[src/rtl/regfile_write_scheduler_pkg.sv]
// Shared types and constants for the register-file write scheduler.
// The FSM state encoding and the architectural zero register live here.
package regfile_write_scheduler_pkg;

   typedef enum logic {
      ST_SWEEP = 1'b0,
      ST_RUN   = 1'b1
   } state_e;

   localparam logic [4:0] ZERO_REG = 5'd0;

endpackage

[src/rtl/regfile_write_scheduler_rr_arbiter.sv]
// Combinational round-robin arbiter: the search starts just after the last
// winner (ptr_i) and wraps modulo N. Produces a one-hot grant and the winner index.
module rr_arbiter
   import regfile_write_scheduler_pkg::*;
#(
   parameter int N  = 3,
   parameter int PW = 2
) (
   input  logic [N-1:0]  req_i,
   input  logic [PW-1:0] ptr_i,
   output logic [N-1:0]  gnt_o,
   output logic [PW-1:0] win_o,
   output logic          any_o
);

   always_comb begin
      int cand;
      gnt_o = '0;
      win_o = '0;
      any_o = 1'b0;
      cand  = 0;
      for (int k = 1; k <= N; k++) begin
         cand = (int'(ptr_i) + k) % N;
         if (!any_o && req_i[cand]) begin
            any_o       = 1'b1;
            gnt_o[cand] = 1'b1;
            win_o       = PW'(cand);
         end
      end
   end

endmodule

[src/rtl/regfile_write_scheduler.sv]
// Owns the single register-file write port: zero-sweeps registers 1..2**AW-1
// after reset or on request, then shares the port round-robin among requesters.
module regfile_write_scheduler
   import regfile_write_scheduler_pkg::*;
#(
   parameter int NREQ = 3,
   parameter int DW   = 32,
   parameter int AW   = 5
) (
   input  logic                 clk,
   input  logic                 rst_n,
   input  logic [NREQ-1:0]      req_valid,
   input  logic [NREQ*AW-1:0]   req_reg,
   input  logic [NREQ*DW-1:0]   req_data,
   output logic [NREQ-1:0]      req_ready,
   input  logic                 sweep_start,
   output logic                 rf_we,
   output logic [AW-1:0]        rf_wreg,
   output logic [DW-1:0]        rf_wdata,
   output logic                 init_done
);

   localparam int            PW       = (NREQ > 1) ? $clog2(NREQ) : 1;
   localparam logic [AW-1:0] LAST_IDX = '1;
   localparam logic [AW-1:0] FIRST_IDX = AW'(1);
   localparam logic [PW-1:0] PTR_RST  = PW'(NREQ - 1);

   state_e          state_q, state_d;
   logic [AW-1:0]   idx_q, idx_d;
   logic [PW-1:0]   ptr_q, ptr_d;
   logic            rf_we_q, rf_we_d;
   logic [AW-1:0]   rf_wreg_q, rf_wreg_d;
   logic [DW-1:0]   rf_wdata_q, rf_wdata_d;

   logic [NREQ-1:0] gnt;
   logic [PW-1:0]   win;
   logic            gnt_any;
   logic [AW-1:0]   win_reg;
   logic [DW-1:0]   win_data;

   rr_arbiter #(
      .N  (NREQ),
      .PW (PW)
   ) u_arb (
      .req_i (req_valid),
      .ptr_i (ptr_q),
      .gnt_o (gnt),
      .win_o (win),
      .any_o (gnt_any)
   );

   assign win_reg  = req_reg[int'(win)*AW +: AW];
   assign win_data = req_data[int'(win)*DW +: DW];

   always_comb begin
      state_d    = state_q;
      idx_d      = idx_q;
      ptr_d      = ptr_q;
      rf_we_d    = 1'b0;
      rf_wreg_d  = rf_wreg_q;
      rf_wdata_d = rf_wdata_q;
      req_ready  = '0;
      case (state_q)
         ST_SWEEP: begin
            rf_we_d    = 1'b1;
            rf_wreg_d  = idx_q;
            rf_wdata_d = '0;
            idx_d      = idx_q + FIRST_IDX;
            if (idx_q == LAST_IDX) begin
               state_d = ST_RUN;
               idx_d   = FIRST_IDX;
            end
         end
         ST_RUN: begin
            // A sweep request suppresses this cycle's grant so nothing is lost.
            if (sweep_start) begin
               state_d = ST_SWEEP;
               idx_d   = FIRST_IDX;
            end else if (gnt_any) begin
               req_ready = gnt;
               ptr_d     = win;
               if (win_reg != AW'(ZERO_REG)) begin
                  rf_we_d    = 1'b1;
                  rf_wreg_d  = win_reg;
                  rf_wdata_d = win_data;
               end
            end
         end
         default: begin
            state_d = ST_SWEEP;
            idx_d   = FIRST_IDX;
         end
      endcase
   end

   always_ff @(posedge clk or negedge rst_n) begin
      if (!rst_n) begin
         state_q    <= ST_SWEEP;
         idx_q      <= FIRST_IDX;
         ptr_q      <= PTR_RST;
         rf_we_q    <= 1'b0;
         rf_wreg_q  <= '0;
         rf_wdata_q <= '0;
      end else begin
         state_q    <= state_d;
         idx_q      <= idx_d;
         ptr_q      <= ptr_d;
         rf_we_q    <= rf_we_d;
         rf_wreg_q  <= rf_wreg_d;
         rf_wdata_q <= rf_wdata_d;
      end
   end

   assign rf_we     = rf_we_q;
   assign rf_wreg   = rf_wreg_q;
   assign rf_wdata  = rf_wdata_q;
   assign init_done = (state_q == ST_RUN);

endmodule
[config.mk]
export PLATFORM = sky130hd
export DESIGN_NAME = regfile_write_scheduler
export DESIGN_NICKNAME = d
export VERILOG_FILES = /design/src/rtl/regfile_write_scheduler_pkg.sv /design/src/rtl/regfile_write_scheduler_rr_arbiter.sv /design/src/rtl/regfile_write_scheduler.sv
export SDC_FILE = /design/constraint.sdc
export NUM_CORES = 1
export LEC_CHECK = 0
export CAP_MARGIN = 15
export CORE_MARGIN = 10
export CORE_UTILIZATION = 45
export DETAILED_ROUTE_END_ITERATION = 6
export DONT_BUFFER_PORTS = 1
export GPL_ROUTABILITY_DRIVEN = 0
export GPL_TIMING_DRIVEN = 1
export PLACE_DENSITY_LB_ADDON = 0.1
export SYNTH_ARGS = -nofsm -noshare
export SYNTH_HDL_FRONTEND = slang
export SYNTH_SLANG_ARGS = --single-unit
[constraint.sdc]
create_clock -name clk -period 3.7 [get_ports clk]
set_clock_uncertainty 0.2 [all_clocks]
set_input_delay 0.185 -clock clk [delete_from_list [all_inputs] [get_ports clk]]
set_output_delay 0.185 -clock clk [all_outputs]
set_load 0.01 [all_outputs]
==> impl_metrics.ini, run 1 <==
[worst_setup_path]
rrSetupSlack_ns = 0.27
start_kind = flop
worstPathArrival_ns = 3.45
cp_slowest_stage_delay_ns = 0.59
crit_chain = inv_1, ha_1, nand2b_1, a21oi_1, a21oi_4, o21a_4, o211ai_1, or2_1, buf_12, o211ai_1, o221ai_1
critPathKind = flop to flop
end_kind = flop
crit_family = compound AO/OA/AOI/OAI gates
r2r_cells = 11
worst_path_most_repeated_cell = o211ai_1
r2r-start = ptr_q[1]
critPathSlowestCell = dfstp_2
path_max_fanout = 22
required_ns = 3.72
critPathBufInv = 2
r2r-end = rf_wdata[7]
startpoint = ptr_q[1]
path_depth = 11
endpoint = rf_wdata[7]

[floorplanning]
die_w_um = 110
start_util_pct = 46.6
rows = 32
core_area_sq_um = 7770
die_h_um = 110
ios = 159
die_area_sq_um = 12000

[route]
wl_um = 12200
firstDrtPassIters = 5
drc = 0
drt_iter0_markers = 226
num_vias = 3591
routedWlPerCell_um = 21.6
drtAntennaViolNets = 0
vias_per_cell = 6.38

[cells_and_area]
fill_cells = 751
finalNetCount = 583
num_antenna_cells = 0
syn2layout_area_growth_pct = 7.65
finalNonFillerCells = 563
final_cell_mix = nand2_1 (119), nor2_1 (43), dfrtp_1 (43), o211ai_1 (36)
drive_above_1_share_pct = 9.76
final_common_cell = nand2_1

[hold_path]
hold_class = primary input to flop

[clock_network]
cts_tree = built
clkTransAtPathRegs_ns = 0.09
numClockSinks = 46
cts_made_buffers = 5
cts_buffer_depth = 2
clk_latency_ns = 0.30
htree_levels = 2
root_buffer = clkbuf_8

[sta]
grt_setup_unrepaired = no
worstMarginPinSlew_ns = 0.831
fmax_mhz = 291
finalCritPeriodShare_pct = 92.8
maxSlewViolCount = 0
fin_setup_tns_ns = 0
setup_viol_count_final = 0
fin_crit_ns = 3.43
hold_viol = 0
max_slew_margin_pct = 44.6

[global_route]
grt_pass1_wl_um = 18800
grt_max_degree = 86
antenna_found_initial = 0
overflow = 0
grt_pass1_vias = 3517
grt_usage_pct = 19.5

[yosys]
async_reset_ff_share_pct = 100
synthesis.area_sq_um = 3620
syn_avg_cell_area_sq_um = 7.49
synth_cell_types = 53
syn_inst = 483
synth_edf_count = 0
synth_seq_cells = 46
synth.yosys.seq_area_share_pct = 31.9
yosys_warnings = 0
synth_ff_type = dfrtp_1
synth_nets = 606

[placement]
dp_cells = 549
io_buffers = 0
dp.final_hpwl_um = 8940

[pwr]
powerDensity_nw_per_um2 = 1180
ir_drop_v = 0.000723
p_leak_nw = 1.49

[run]
maxCapViolations = 0

[run_status]
status = completed
-- power breakdown --
| group | internal [mW] | leakage, nW | switching [mW] |
|---|---|---|---|
| clock network | 0.202 | 0.0514 | 0.179 |
| logic | 1.10 | 0.826 | 2.30 |
| registers | 0.644 | 0.610 | 0.178 |
-- metal layers --
metal,wire [um],up-vias,GRT usage [%]
li1,-,1730,-
met1,5060,1689,24.6
met2,5680,154,30.8
met3,1110,18,6.79
met4,324,0,5.76
met5,0,-,0
-- Yosys cell counts (2+ instances only) --
library cell    n  area, sq um
buf_1           3         11.3
buf_4           2         15.0
nor2_1         44          165
a31oi_1        33          206
o2111ai_1       4         35.0
dfrtp_1        44         1100
nand2_1       119          447
clkbuf_1       35          131
nand3_1        33          165
o21ai_0         6         30.0
buf_6           2         22.5
o2bb2ai_1       2         17.5
a311oi_2        2         30.0
a211oi_1        2         15.0
a21o_1          2         15.0
o21ai_2         2         17.5
o21ai_1         2         10.0
and2_1          3         18.8
o211ai_1       36          270
o211a_1         5         50.1
o211ai_2        3         37.5
dfstp_2         2         52.6
nand3b_1        3         22.5
o221ai_1       32          280
a311oi_1        2         17.5
nand2b_1        6         37.5
ha_1            6         75.1
inv_1           9         33.8
buf_2           7         35.0
nor2b_1         3         18.8
a21oi_1         6         30.0
mux2i_1         2         20.0
-- kinds of logic (layout without fill, tap and decap cells) --
| family | after synthesis | count (layout) | synth area share, % |
|---|---|---|---|
| flops | 46 | 46 | 31.9 |
| simple gates | 216 | 216 | 25.2 |
| xor+xnor | 2 | 2 | 0.485 |
| compound gates | 151 | 151 | 32.5 |
| mux | 3 | 3 | 0.865 |
| buf+inv | 59 | 37 | 7.02 |
| fa+ha+maj | 6 | 6 | 2.08 |
-- worst reg2reg max path: cells and delay by family, from the launching register on --
| family | cells | cell delay, ns |
|---|---|---|
| AOI/OAI and AO/OA | 6 | 1.20 |
| and+or+nand+nor | 2 | 0.76 |
| DFF | 1 | 0.59 |
| buffers and inverters | 2 | 0.31 |
| adders and majority gates | 1 | 0.30 |
-- metrics by stage --
| step | util, % | area, sq um | total power [mW] | hold slack, ns | setup slack (ns) |
|---|---|---|---|---|---|
| 5_1_grt | 50.1 | 3890 | 5.04 | 0.0505 | 0.0194 |
| 3_3_place_gp | 47.2 | 3670 | 4.05 | -0.309 | 0.166 |
| 3_5_place_dp | 47.2 | 3670 | 4.10 | -0.309 | 0.134 |
| 4_1_cts | 49.6 | 3850 | 4.52 | 0.0170 | 0.0269 |
| 6_report | 50.1 | 3890 | 4.60 | 0.0180 | 0.268 |
| 2_1_floorplan | - | 3620 | 3.32 | -0.311 | 0.703 |
-- how the worst min path moves through the flow --
stage,start,endpoint,cells after the start
after floorplan,rst_n,idx_q[1],0
after global placement,rst_n,idx_q[2],0
final,req_data[49],rf_wdata[17],4
after CTS,req_data[49],rf_wdata[17],4
after global routing,req_data[40],rf_wdata[8],4
after detailed placement,rst_n,idx_q[2],0
-- area by class of cell --
cell class	count	area, sq um	area share, %
inverters	9	33.8	0.868
well taps	102	128	3.28
flip-flops and latches	46	1150	29.7
multi-input cells	378	2270	58.4
clock inverters	2	37.5	0.964
repair buffers	20	194	4.98
clock buffers	6	72.6	1.86
-- flip-flops by register name, indices dropped and copies added (netlist names) --
name / flops
idx_q: 5
rf_wdata: 32
ptr_q: 2
rf_wreg: 5
init_done: 1
rf_we: 1
-- repair_timing --
action	4_1_cts	5_1_grt
buffers inserted	0	2
hold buffers	4	0
resized for setup	3	4
setup endpoints to repair	3	36
pin swaps	0	1
endpoints found under the hold margin	53	0
Note: power is estimated with default switching activity, not from simulation.
==> inputs of run 2 (changes only) <==
--- a/config.mk
+++ b/config.mk
@@ -6,6 +6,7 @@
 export NUM_CORES = 1
 export LEC_CHECK = 0
 export CAP_MARGIN = 15
+export CORE_ASPECT_RATIO = 2
 export CORE_MARGIN = 10
 export CORE_UTILIZATION = 45
 export DETAILED_ROUTE_END_ITERATION = 6
==> impl_metrics.ini, run 2 (same netlist as run 1, synthesis figures left out) <==
[cells_and_area]
num_antenna_cells = 0
finalNonFillerCells = 552
drive_above_1_share_pct = 8.55
largest_register_ffs = 32
finalNetCount = 578
final_cell_mix = nand2_1 (119), nor2_1 (43), dfrtp_1 (43), o211ai_1 (36)
final_common_cell = nand2_1
syn2layout_area_growth_pct = 6.57
final_area_sq_um = 3850

[worst_setup_path]
required_ns = 3.66
end_kind = flop
r2r-start = ptr_q[1]
start_kind = flop
path_max_fanout = 65
startpoint = ptr_q[1]
critPathKind = flop to flop
worstPathArrival_ns = 3.41

[placement]
dp.final_hpwl_um = 8710
dp_cells = 541
placed_cell_area_sq_um = 3660
place_ws_ns = 0.254
io_buffers = 0

[route]
routedWlPerCell_um = 21.3
drtAntennaViolNets = 0
drc = 0
wl_um = 11700
firstDrtPassIters = 4
vias_per_cell = 6.34
drt_iter0_markers = 248
num_vias = 3499

[sta]
finalCritPeriodShare_pct = 93.3
worstMarginPinSlew_ns = 0.606
max_slew_margin_pct = 59.6
hold_viol = 0
fmax_mhz = 290
setup_viol_count_final = 0
fin_crit_ns = 3.45
grt_setup_unrepaired = no
fin_setup_tns_ns = 0
fin_ws_ns = 0.247
whs_ns = 0.0206
maxSlewViolCount = 0

[clock_network]
cts_made_buffers = 5
root_buffer = clkbuf_16
cts_resized = 0
clkTransAtPathRegs_ns = 0.07
cts_tree = built
cts_buffer_depth = 2
htree_levels = 2
numClockSinks = 46
clk_latency_ns = 0.29

[run]
maxCapViolations = 0

[global_route]
grt_usage_pct = 18.0
grt_pass1_wl_um = 18400
grt_max_degree = 66
grt_pass1_vias = 3538
overflow = 0
antenna_found_initial = 0

[hold_path]
hold_class = primary input to flop
min_from = req_reg[10]

[floorplanning]
die_h_um = 147
start_util_pct = 45.9
die_w_um = 83.4
core_area_sq_um = 7890
ios = 159
rows = 46
die_area_sq_um = 12200

[run_status]
status = completed

[pwr]
ir_drop_v = 0.000702
p_leak_nw = 1.48
powerDensity_nw_per_um2 = 1180
-- run 2: critical path, stage by stage (launching register included) --
cell and delay [ns]:
dfstp_2 0.56, ha_1 0.40, mux2i_1 0.32, o21ai_2 0.16, buf_4 0.21, o211a_1 0.26, nand2_1 0.13, o211ai_2 0.12
a211o_2 0.37, buf_12 0.20, o211ai_1 0.20, o221ai_1 0.14
-- run 2: power by group --
part           internal [mW]  switching [mW]  leakage [nW]  total [mW]
clock                  0.250           0.204        0.0698       0.455
combinational           1.02            2.20         0.804        3.22
sequential             0.644           0.216         0.610       0.859
total                   1.91            2.62          1.48        4.53
-- run 2: timing repair --
item | in CTS | in global routing
hold buffers | 3 | 0
endpoints found under the hold margin | 52 | 0
buffers inserted | 0 | 0
endpoints found under the setup margin | 0 | 0
-- run 2: metrics by stage --
stage | utilization (%) | total power, mW
floorplan | - | 3.32
global placement | 46.4 | 4.06
detailed placement | 46.4 | 4.09
CTS | 48.9 | 4.58
global route | 48.9 | 4.94
finish | 48.9 | 4.53
-- run 2: worst paths after layout --
path                       depth (start not counted)  slack, ns      endpoint
max reg2reg                                       11       0.25  rf_wdata[21]
min reg2reg                                        2       0.31      ptr_q[1]
max                                               11       0.25  rf_wdata[21]
max in group asynchronous                          2       2.81      idx_q[0]
min in group asynchronous                          2       0.22      ptr_q[0]
min                                                4       0.02    rf_wreg[0]
-- run 2: area by class of cell --
| type | instances | area (sq um) |
|---|---|---|
| Inverter | 9 | 33.8 |
| Clock inverter | 3 | 21.3 |
| Timing Repair Buffer | 15 | 163 |
| Tap cell | 96 | 120 |
| Sequential cell | 46 | 1150 |
| Clock buffer | 5 | 125 |
| Fill cell | 801 | 4030 |
| Multi-Input combinational cell | 378 | 2240 |
-- run 2: layer usage --
layer	wire (um)	share of wire [%]	up-vias	global-route usage [%]
met4	157	1.3	0	5.31
met1	4470	38	1653	19.1
met3	810	6.9	8	4.93
met2	6300	54	122	33.2
li1	-	-	1716	-
met5	0	0	-	0
==> inputs of run 3 (changes only) <==
--- a/config.mk
+++ b/config.mk
@@ -8,11 +8,12 @@
 export CAP_MARGIN = 15
 export CORE_ASPECT_RATIO = 2
 export CORE_MARGIN = 10
-export CORE_UTILIZATION = 45
+export CORE_UTILIZATION = 35
 export DETAILED_ROUTE_END_ITERATION = 6
 export DONT_BUFFER_PORTS = 1
 export GPL_ROUTABILITY_DRIVEN = 0
 export GPL_TIMING_DRIVEN = 1
+export HOLD_SLACK_MARGIN = 0.08
 export PLACE_DENSITY_LB_ADDON = 0.1
 export SYNTH_ARGS = -nofsm -noshare
 export SYNTH_HDL_FRONTEND = slang
==> impl_metrics.ini, run 3 (same netlist as run 1, synthesis figures left out) <==
[run_status]
status = completed

[floorplanning]
die_area_sq_um = 15000
die_w_um = 91.9
core_area_sq_um = 10100
ios = 159
start_util_pct = 35.9
rows = 52
die_h_um = 164

[sta]
hold_viol = 0
fin_setup_tns_ns = 0
max_slew_margin_pct = 57.1
fin_crit_ns = 3.45
finalCritPeriodShare_pct = 93.4
fmax_mhz = 289
maxSlewViolCount = 0
fin_ws_ns = 0.245
grt_setup_unrepaired = no
worstMarginPinSlew_ns = 0.644
setup_viol_count_final = 0

[global_route]
antenna_found_initial = 0
grt_pass1_vias = 3854
grt_pass1_wl_um = 21300
grt_usage_pct = 17.4
grt_max_degree = 53
overflow = 0

[worst_setup_path]
critPathKind = flop to flop
required_ns = 3.70
path_max_fanout = 26
end_kind = flop
rrSetupSlack_ns = 0.25
worstPathArrival_ns = 3.45
start_kind = flop

[cells_and_area]
final_common_cell = nand2_1
finalNonFillerCells = 659
drive_above_1_share_pct = 8.78
num_antenna_cells = 0
finalNetCount = 646
largest_register_ffs = 32
syn2layout_area_growth_pct = 27.2
final_cell_mix = nand2_1 (119), dlygate4sd3_1 (64), nor2_1 (43), dfrtp_1 (43), o211ai_1 (36)

[route]
vias_per_cell = 5.88
drtAntennaViolNets = 0
drt_iter0_markers = 167
firstDrtPassIters = 5
routedWlPerCell_um = 20.5
num_vias = 3872
wl_um = 13500
drc = 0

[pwr]
powerDensity_nw_per_um2 = 1180
finalPower_mw = 5.44
ir_drop_v = 0.000638
p_leak_nw = 1.78

[clock_network]
cts_buffer_depth = 2
cts_tree = built
clkTransAtPathRegs_ns = 0.07
cts_made_buffers = 5
htree_levels = 2
root_buffer = clkbuf_16
post_cts_buffers = 0
clk_latency_ns = 0.29
numClockSinks = 46

[placement]
dp.final_hpwl_um = 9870
place_ws_ns = 0.259
dp_cells = 586
io_buffers = 0

[run]
maxCapViolations = 0

[hold_path]
hold_class = primary input to flop
-- run 3: final cells by class --
cell class / count / area, sq um
multi-input cells: 378 / 2250
inverters: 9 / 33.8
clock buffers: 7 / 153
flip-flops and latches: 46 / 1150
well taps: 135 / 169
repair buffers: 83 / 836
fillers: 998 / 5480
clock inverters: 1 / 8.76
-- run 3: layer usage --
| layer | track usage, % | up-vias | routed length [um] |
|---|---|---|---|
| met5 | 0 | - | 0 |
| met4 | 5.50 | 0 | 271 |
| met3 | 5.30 | 15 | 1100 |
| met2 | 31.6 | 154 | 7230 |
| met1 | 18.6 | 1856 | 4910 |
| li1 | - | 1847 | - |
-- run 3: final timing paths --
check                                   from           end  cells past startpoint
worst max-delay path                ptr_q[1]  rf_wdata[24]                     11
worst min-delay path            req_data[17]  rf_wdata[17]                      4
worst max register to register      ptr_q[1]  rf_wdata[24]                     11
worst min register to register      ptr_q[1]      ptr_q[1]                      2
max in group asynchronous              rst_n      idx_q[0]                      2
min in group asynchronous              rst_n  rf_wdata[30]                      2
-- run 3: through the flow --
stage,hold WS [ns],utilization [%],cell area (sq um)
after floorplan,-0.311,-,3620
after global placement,-0.307,37.2,3750
after detailed placement,-0.306,37.2,3750
after CTS,0.0828,45.4,4580
after global routing,0.112,45.6,4600
final,0.0835,45.6,4600
-- run 3: power breakdown --
group	leakage (nW)	switching, mW	internal [mW]
clock network	0.0801	0.206	0.289
registers	0.610	0.223	0.644
logic	1.09	2.38	1.70
-- run 3: worst max-delay path, stage by stage (launching register included) --
cell	delay, ns
dfstp_2	0.58
ha_2	0.36
mux2i_1	0.22
o21ai_2	0.14
o21ai_4	0.28
o21a_4	0.29
buf_6	0.25
nand2_1	0.09
a31oi_1	0.18
dlygate4sd3_1	0.58
o211ai_1	0.09
o221ai_1	0.10
-- run 3: repair_timing --
action	in CTS	in global routing
endpoints found under the setup margin	0	24
hold buffers	65	0
resized for setup	0	4
endpoints found under the hold margin	84	0
